--- src/rtl/pc_ctrl_if.sv ---
// Bundle of hazard-side inputs and PC/pipeline-side outputs of the fetch sequencer.
// The master drives the hazard inputs; the slave (pc_ctrl) drives the strobes.
interface pc_ctrl_if #(
    parameter int unsigned CNT_W = 32
);
    logic             br_taken_ex;
    logic [31:0]      br_target_ex;
    logic             jmp_id;
    logic [31:0]      jmp_target_id;
    logic             load_use_id;
    logic             halt_req_ex;
    logic             resume;
    logic             pc_bj;
    logic [31:0]      pc_src;
    logic             nop_lock_id;
    logic             flush_id;
    logic             flush_ex;
    logic             halt;
    logic [1:0]       state;
    logic [CNT_W-1:0] stall_count;
    logic [CNT_W-1:0] flush_count;

    modport master (
        output br_taken_ex, br_target_ex, jmp_id, jmp_target_id, load_use_id,
               halt_req_ex, resume,
        input  pc_bj, pc_src, nop_lock_id, flush_id, flush_ex, halt, state,
               stall_count, flush_count
    );

    modport slave (
        input  br_taken_ex, br_target_ex, jmp_id, jmp_target_id, load_use_id,
               halt_req_ex, resume,
        output pc_bj, pc_src, nop_lock_id, flush_id, flush_ex, halt, state,
               stall_count, flush_count
    );
endinterface

--- src/rtl/pc_ctrl.sv ---
// Fetch sequencer: picks redirect / load-use bubble / halt drain for the PC each cycle.
// Optional performance counters are enabled with the PC_CTRL_PERF_EN macro; without it
// stall_count and flush_count are tied to zero.
module pc_ctrl #(
    parameter int unsigned DRAIN_DEPTH = 3,
    parameter int unsigned CNT_W       = 32
) (
    input logic  clk,
    input logic  rst,
    pc_ctrl_if.slave bus
);
    typedef enum logic [1:0] {
        StRun    = 2'd0,
        StStall  = 2'd1,
        StDrain  = 2'd2,
        StHalted = 2'd3
    } state_e;

    localparam logic [3:0] DrainLoad = 4'(DRAIN_DEPTH - 1);

    state_e      state_q;
    logic        halt_q;
    logic [3:0]  drain_q;

    logic        pc_bj;
    logic [31:0] pc_src;
    logic        nop_lock_id;
    logic        flush_id;
    logic        flush_ex;
    logic        go_stall;
    logic        go_drain;

    // Same-cycle strobes from current state and hazard inputs; all forced low in reset.
    always_comb begin
        pc_bj       = 1'b0;
        pc_src      = 32'h0;
        nop_lock_id = 1'b0;
        flush_id    = 1'b0;
        flush_ex    = 1'b0;
        go_stall    = 1'b0;
        go_drain    = 1'b0;
        if (!rst) begin
            case (state_q)
                StRun, StStall: begin
                    if (bus.halt_req_ex) begin
                        flush_id = 1'b1;
                        flush_ex = 1'b1;
                        go_drain = 1'b1;
                    end else if (bus.br_taken_ex) begin
                        pc_bj    = 1'b1;
                        pc_src   = bus.br_target_ex;
                        flush_id = 1'b1;
                        flush_ex = 1'b1;
                    end else if (bus.jmp_id) begin
                        pc_bj    = 1'b1;
                        pc_src   = bus.jmp_target_id;
                        flush_id = 1'b1;
                    end else if (bus.load_use_id && (state_q == StRun)) begin
                        // In StStall the hazard still refers to the load already bubbled.
                        nop_lock_id = 1'b1;
                        flush_ex    = 1'b1;
                        go_stall    = 1'b1;
                    end
                end
                StDrain: begin
                    nop_lock_id = 1'b1;
                    flush_id    = 1'b1;
                end
                StHalted: begin
                    nop_lock_id = 1'b1;
                end
                default: ;
            endcase
        end
    end

    // State register, drain countdown and registered halt flag.
    always_ff @(posedge clk) begin
        if (rst) begin
            state_q <= StRun;
            halt_q  <= 1'b0;
            drain_q <= 4'd0;
        end else begin
            case (state_q)
                StRun, StStall: begin
                    if (go_drain) begin
                        state_q <= StDrain;
                        drain_q <= DrainLoad;
                    end else if (go_stall) begin
                        state_q <= StStall;
                    end else begin
                        state_q <= StRun;
                    end
                end
                StDrain: begin
                    if (drain_q == 4'd0) begin
                        state_q <= StHalted;
                        halt_q  <= 1'b1;
                    end else begin
                        drain_q <= drain_q - 4'd1;
                    end
                end
                StHalted: begin
                    if (bus.resume) begin
                        state_q <= StRun;
                        halt_q  <= 1'b0;
                    end
                end
                default: state_q <= StRun;
            endcase
        end
    end

`ifdef PC_CTRL_PERF_EN
    logic [CNT_W-1:0] stall_cnt_q;
    logic [CNT_W-1:0] flush_cnt_q;

    // Bubble and redirect counters, wrapping naturally at CNT_W bits.
    always_ff @(posedge clk) begin
        if (rst) begin
            stall_cnt_q <= '0;
            flush_cnt_q <= '0;
        end else begin
            if (go_stall) stall_cnt_q <= stall_cnt_q + CNT_W'(1);
            if (pc_bj)    flush_cnt_q <= flush_cnt_q + CNT_W'(1);
        end
    end

    assign bus.stall_count = stall_cnt_q;
    assign bus.flush_count = flush_cnt_q;
`else
    assign bus.stall_count = {CNT_W{1'b0}};
    assign bus.flush_count = {CNT_W{1'b0}};
`endif

    assign bus.pc_bj       = pc_bj;
    assign bus.pc_src      = pc_src;
    assign bus.nop_lock_id = nop_lock_id;
    assign bus.flush_id    = flush_id;
    assign bus.flush_ex    = flush_ex;
    assign bus.halt        = halt_q;
    assign bus.state       = state_q;
endmodule

--- src/flat_wrapper.sv ---
// flat-port wrapper written by rule: the top's interface ports become plain ports
module pc_ctrl_flat 
#(
    parameter int unsigned DRAIN_DEPTH = 3,
    parameter int unsigned CNT_W       = 32
)
  (clk, rst, bus_br_taken_ex, bus_br_target_ex, bus_jmp_id, bus_jmp_target_id, bus_load_use_id, bus_halt_req_ex, bus_resume, bus_pc_bj, bus_pc_src, bus_nop_lock_id, bus_flush_id, bus_flush_ex, bus_halt, bus_state, bus_stall_count, bus_flush_count);
  pc_ctrl_if #(.CNT_W(CNT_W)) bus_i ();
  input logic clk;
  input logic rst;
  input wire logic [$bits(bus_i.br_taken_ex)-1:0] bus_br_taken_ex;
  input wire logic [$bits(bus_i.br_target_ex)-1:0] bus_br_target_ex;
  input wire logic [$bits(bus_i.jmp_id)-1:0] bus_jmp_id;
  input wire logic [$bits(bus_i.jmp_target_id)-1:0] bus_jmp_target_id;
  input wire logic [$bits(bus_i.load_use_id)-1:0] bus_load_use_id;
  input wire logic [$bits(bus_i.halt_req_ex)-1:0] bus_halt_req_ex;
  input wire logic [$bits(bus_i.resume)-1:0] bus_resume;
  output wire logic [$bits(bus_i.pc_bj)-1:0] bus_pc_bj;
  output wire logic [$bits(bus_i.pc_src)-1:0] bus_pc_src;
  output wire logic [$bits(bus_i.nop_lock_id)-1:0] bus_nop_lock_id;
  output wire logic [$bits(bus_i.flush_id)-1:0] bus_flush_id;
  output wire logic [$bits(bus_i.flush_ex)-1:0] bus_flush_ex;
  output wire logic [$bits(bus_i.halt)-1:0] bus_halt;
  output wire logic [$bits(bus_i.state)-1:0] bus_state;
  output wire logic [$bits(bus_i.stall_count)-1:0] bus_stall_count;
  output wire logic [$bits(bus_i.flush_count)-1:0] bus_flush_count;
  assign bus_i.br_taken_ex = bus_br_taken_ex;
  assign bus_i.br_target_ex = bus_br_target_ex;
  assign bus_i.jmp_id = bus_jmp_id;
  assign bus_i.jmp_target_id = bus_jmp_target_id;
  assign bus_i.load_use_id = bus_load_use_id;
  assign bus_i.halt_req_ex = bus_halt_req_ex;
  assign bus_i.resume = bus_resume;
  assign bus_pc_bj = bus_i.pc_bj;
  assign bus_pc_src = bus_i.pc_src;
  assign bus_nop_lock_id = bus_i.nop_lock_id;
  assign bus_flush_id = bus_i.flush_id;
  assign bus_flush_ex = bus_i.flush_ex;
  assign bus_halt = bus_i.halt;
  assign bus_state = bus_i.state;
  assign bus_stall_count = bus_i.stall_count;
  assign bus_flush_count = bus_i.flush_count;
  pc_ctrl #(.DRAIN_DEPTH(DRAIN_DEPTH), .CNT_W(CNT_W)) u_core (.clk(clk), .rst(rst), .bus(bus_i));
endmodule
--- config.mk ---
export PLATFORM = sky130hd
export DESIGN_NAME = pc_ctrl_flat
export DESIGN_NICKNAME = d
export VERILOG_FILES = /design/src/rtl/pc_ctrl_if.sv /design/src/rtl/pc_ctrl.sv /design/src/flat_wrapper.sv
export SDC_FILE = /design/constraint.sdc
export NUM_CORES = 1
export LEC_CHECK = 0
export CAP_MARGIN = 20
export CORE_MARGIN = 2
export CORE_UTILIZATION = 23
export DETAILED_ROUTE_END_ITERATION = 12
export GPL_ROUTABILITY_DRIVEN = 0
export PLACE_DENSITY = 0.78
export SKIP_CTS_REPAIR_TIMING = 1
export SYNTH_ARGS = -nofsm -noshare
export SYNTH_HDL_FRONTEND = slang
export SYNTH_SLANG_ARGS = --single-unit
--- constraint.sdc ---
create_clock -name clk -period 1.6 [get_ports clk]
set_input_delay 0.32 -clock clk [delete_from_list [all_inputs] [get_ports clk]]
set_output_delay 0.32 -clock clk [all_outputs]
set_load 0.02 [all_outputs]
Word level (Yosys, flattened, before mapping)
Index checks and enable logic that the tools add are counted.
- add/sub/neg operators: 1
- reduce and logical (&&, ||, !) cells: 10
- multiplexer cells: 39
- equal/unequal tests: 7
- operators by type and width (kind ; count):
    $mux W32 ; 5
    $mux W1 ; 24
    $mux W4 ; 2
    $pmux W4 S2 ; 1
    $mux W2 ; 3
    $pmux W1 S2 ; 3
    $pmux W2 S3 ; 1
    $reduce_and A3 Y1 ; 2
    $eq A2 B2 Y1 const B ; 2
    $logic_not A4 Y1 ; 1
    $ne A2 B1 Y1 const B ; 2
    $ne A2 B2 Y1 const B ; 2
    $reduce_bool A2 Y1 ; 2
    $reduce_or A2 Y1 ; 2
    $sub A4 B1 Y4 const B ; 1
    $eq A2 B1 Y1 const B ; 1
    $logic_not A2 Y1 ; 1
    $reduce_and A2 Y1 ; 1
    $logic_and A1 B1 Y1 ; 1
- bits of input ports: 71
- flip-flop bits (word level): 7
- word-level logic and storage cells: 60
- output and inout bits: 103

Longest topological paths before layout
- depth in word-level cells: 11
- gate-level depth with buffers: 5
- depth with buffers taken out: 5

Least setup slack after synthesis
Ideal clock, no wire load.
- kind: register -> output
- start point: reg u_core.state_q[0], in the netlist u_core.bus.state[0]
- end point: out bus_flush_ex
- data arrival time: 1.453 ns
- required time: 1.280 ns
- setup slack: -0.173 ns
- path buffers: 0
- stages on the path, launching flop included: 3
- cells stage by stage: dfxtp_1 or3b_2 a211oi_1
- word-level cells in the longest chain between the ends: 8
- elaborated cells between the ends (all ways): 10
- classes of those cells: 1 x eq/ne; 6 x mux; 3 x reduce/logical
- ends and longest elaborated chain (element ; line ; text):
    from (decl) ; pc_ctrl.sv:21 ; state_e state_q;
    from (signal assigned) ; pc_ctrl.sv:80 ; state_q <= StRun;
    from (signal assigned) ; pc_ctrl.sv:87 ; state_q <= StDrain;
    from (signal assigned) ; pc_ctrl.sv:90 ; state_q <= StStall;
    $logic_not A2 Y1 ; pc_ctrl.sv:43, pc_ctrl.sv:58 ;
    $logic_and A1 B1 Y1 ; pc_ctrl.sv:58 ; end else if (bus.load_use_id && (state_q == StRun)) begin
    $mux W1 ; pc_ctrl.sv:58 ;
    $mux W1 ; pc_ctrl.sv:54 ; end else if (bus.jmp_id) begin
    $mux W1 ; pc_ctrl.sv:49 ; end else if (bus.br_taken_ex) begin
    $mux W1 ; pc_ctrl.sv:45 ; if (bus.halt_req_ex) begin
    $mux W1 (*) ; pc_ctrl.sv:43 ; case (state_q)
    $mux W1 (*) ; pc_ctrl.sv:42 ; if (!rst) begin
    to (decl) ; flat_wrapper.sv:22 ; output wire logic [$bits(bus_i.flush_ex)-1:0] bus_flush_ex;
Mark *: on every way between the ends. The rest lies on a longest branch, timed or not.

Worst setup path after layout
- start point: reg u_core.state_q[0], in the netlist u_core.bus.state[0]
- end point: out bus_nop_lock_id
- word-level cells in the longest chain between the ends: 8
- elaborated cells between the ends (all ways): 13
- classes of those cells: 3 x eq/ne; 6 x mux; 4 x reduce/logical
- ends and longest elaborated chain (element ; line ; text):
    $logic_not A2 Y1 ; pc_ctrl.sv:43, pc_ctrl.sv:58 ;
    $logic_and A1 B1 Y1 ; pc_ctrl.sv:58 ;
    $mux W1 ; pc_ctrl.sv:58 ;
    $mux W1 ; pc_ctrl.sv:54 ;
    $mux W1 ; pc_ctrl.sv:49 ;
    $mux W1 ; pc_ctrl.sv:45 ;
    $pmux W1 S2 (*) ; pc_ctrl.sv:43 ;
    $mux W1 (*) ; pc_ctrl.sv:42 ;
    to (decl) ; flat_wrapper.sv:20 ; output wire logic [$bits(bus_i.nop_lock_id)-1:0] bus_nop_lock_id;
Marks and branches as above.

==> results.cfg <==
[sta]
setup_viol = 35
fmax_ghz = 0.561
clock_skew_ns = 0.000955
hold_viol = 0
finalWorstSetupSlack_ns = -0.182
tns_ns = -3.87
fin_crit_sh_pct = 111
period_minus_slack_ns = 1.78
rsz0062_at_grt = true
drv_slew = 0

[status]
violations = negative setup slack
status = finished, violations left

[clock_network]
insertion_delay_ns = 0.23
clockRootBuffer = clkbuf_8
cts_max_level = 1
cts_tree = built
path_clk_slew_ns = 0.04
clk_path_buf_depth = 2
cts_buffers = 3
cts.sinks = 7

[synth]
ys_top_cells_by_area = buf_4 36%, a22oi_1 18%, dfxtp_1 11%
syn_area_um2 = 1320
ys_types = 28
synth_area_leader_cell = buf_4
synth_top_cell_area_share_pct = 36.4
synth-async-reset-ratio_pct = 0
syn_area_per_cell_um2 = 6.81
synth_flop_cell = dfxtp_1
ys_seq_area_share_pct = 10.6
ys_warn_count = 0
synth-seq-cells = 7
syn_inst = 194
synth-edff-count = 0

[pwr]
leakage_nw = 1.20
power_density_nw_per_um2 = 454
ir_drop_uv = 399

[floorplan]
pin_count = 174
die_w_um = 79.8
rows = 27
fp.dieH_um = 79.8
design.die.area_um2 = 6370
coreArea_um2 = 5540
initial_utilization_pct = 23.8

[final_layout]
final_nets = 384
drive_above_1_share_pct = 32.9
n_antenna_cell = 0
fillers = 524
multi_input_area_um2 = 1120
seq_area_um2 = 145
area_delta_synth_final_pct = 109
mostFrequentLayoutCell = clkdlybuf4s50_1
final_cell_mix = 66 x clkdlybuf4s50_1, 64 x conb_1, 31 x buf_6

[worst_setup_path]
cp_max_fo = 2
crit_family = simple AND/OR/NAND/NOR gates
worst_setup_path_end_kind = primary output
cp.arrival_ns = 1.46
slowest_delay_ns = 0.36
worstSetupStartpointType = register
slowest_stage = or3b_4
crit_type = register to primary output
required_ns = 1.28
critical_path.cell_chain = or3b_4 -> nand3b_1 -> a21oi_4 -> buf_6
critPathBufInv = 1

[routing]
num_vias = 1636
routedWlPerCell_um = 12.4
dr.pass1.iters = 4
drc_errors = 0
drtIter0Drc = 31
routed_wirelength_um = 4740
antenna_left = 0
viasPerCell = 4.28

[place]
port_buffers = 109
place_ws_ns = -0.922
place.detailed.hpwl_um = 3440

[hold_path]
hold_class = register to register

[global_routing]
grt_use_total_pct = 12.0
overflow = 0
grt_pass1_vias = 1354
antenna_found_initial = 0
grt_max_degree = 32
grt_pass1_wl_um = 6280

[flow_run]
maxCapViolCount = 0
## layout make-up
cell class,count,share of cell area [%]
clock buffers,4,1.63
repair buffers,126,48.4
multi-input cells,168,40.8
flip-flops and latches,7,5.27
inverters,5,0.681
well taps,72,3.27
## Yosys cell counts (all sizes together) (3+ instances only)
cell type	n
a21oi	5
dfxtp	7
o21ai	4
or3	3
buf	66
inv	5
nor2b	3
or4	3
nor2	37
a22oi	31
clkbuf	11
a211oi	3
## power by group
group	internal [mW]	leakage (nW)	total, mW	switching, mW
combinational	0.360	1.12	0.784	0.423
clock	0.174	0.0228	0.263	0.0895
sequential	0.193	0.0588	0.204	0.0112
## flip-flops by register name, indices dropped and copies added, names as in the netlist
| signal | cells |
|---|---|
| u_core.bus.halt | 1 |
| u_core.drain_q | 4 |
| u_core.bus.state | 2 |
## per-stage QoR
stage | instances | hold slack, ns | area [um^2] | power, mW | utilization (%)
after floorplan | 257 | 0.439 | 1580 | 0.681 | -
after global placement | 375 | 0.463 | 2340 | 0.869 | 42.2
after detailed placement | 375 | 0.472 | 2340 | 0.879 | 42.2
after CTS | 379 | 0.478 | 2380 | 1.14 | 43.0
after global routing | 382 | 0.517 | 2760 | 1.33 | 49.7
final | 382 | 0.473 | 2760 | 1.25 | 49.7
## final timing paths
kind              slack, ns  cells past startpoint                             end                              from
hold reg to reg        0.47                      2    u_core.bus.halt$_SDFFE_PP0P_      u_core.bus.halt$_SDFFE_PP0P_
hold / removal         0.47                      2    u_core.bus.halt$_SDFFE_PP0P_      u_core.bus.halt$_SDFFE_PP0P_
setup reg to reg       0.06                      5  u_core.drain_q[0]$_SDFFE_PP0P_  u_core.bus.state[0]$_SDFFE_PP0P_
setup / recovery      -0.18                      4                 bus_nop_lock_id  u_core.bus.state[0]$_SDFFE_PP0P_
## worst min-delay path, cell delays in order (launching register included)
cell     delay (ns)
dfxtp_1        0.30
o21ai_0        0.06
a21oi_1        0.06
## metal layers
metal | global-route usage (%) | vias up | share of wire (%)
li1 | - | 778 | -
met1 | 14.5 | 758 | 35
met2 | 22.1 | 96 | 56
met3 | 1.58 | 4 | 7.9
met4 | 3.05 | 0 | 0.80
met5 | 0 | - | 0
## cells by family after synthesis
group,count (synthesis),synth area share (%)
other,1,0.284
AND/OR/NAND/NOR,55,19.5
adder cells (fa/ha/maj),2,1.89
buffers and inverters,82,42.1
AO/OA/AOI/OAI,47,25.6
flip-flops,7,10.6
Note: power is estimated with default switching activity, not from simulation.
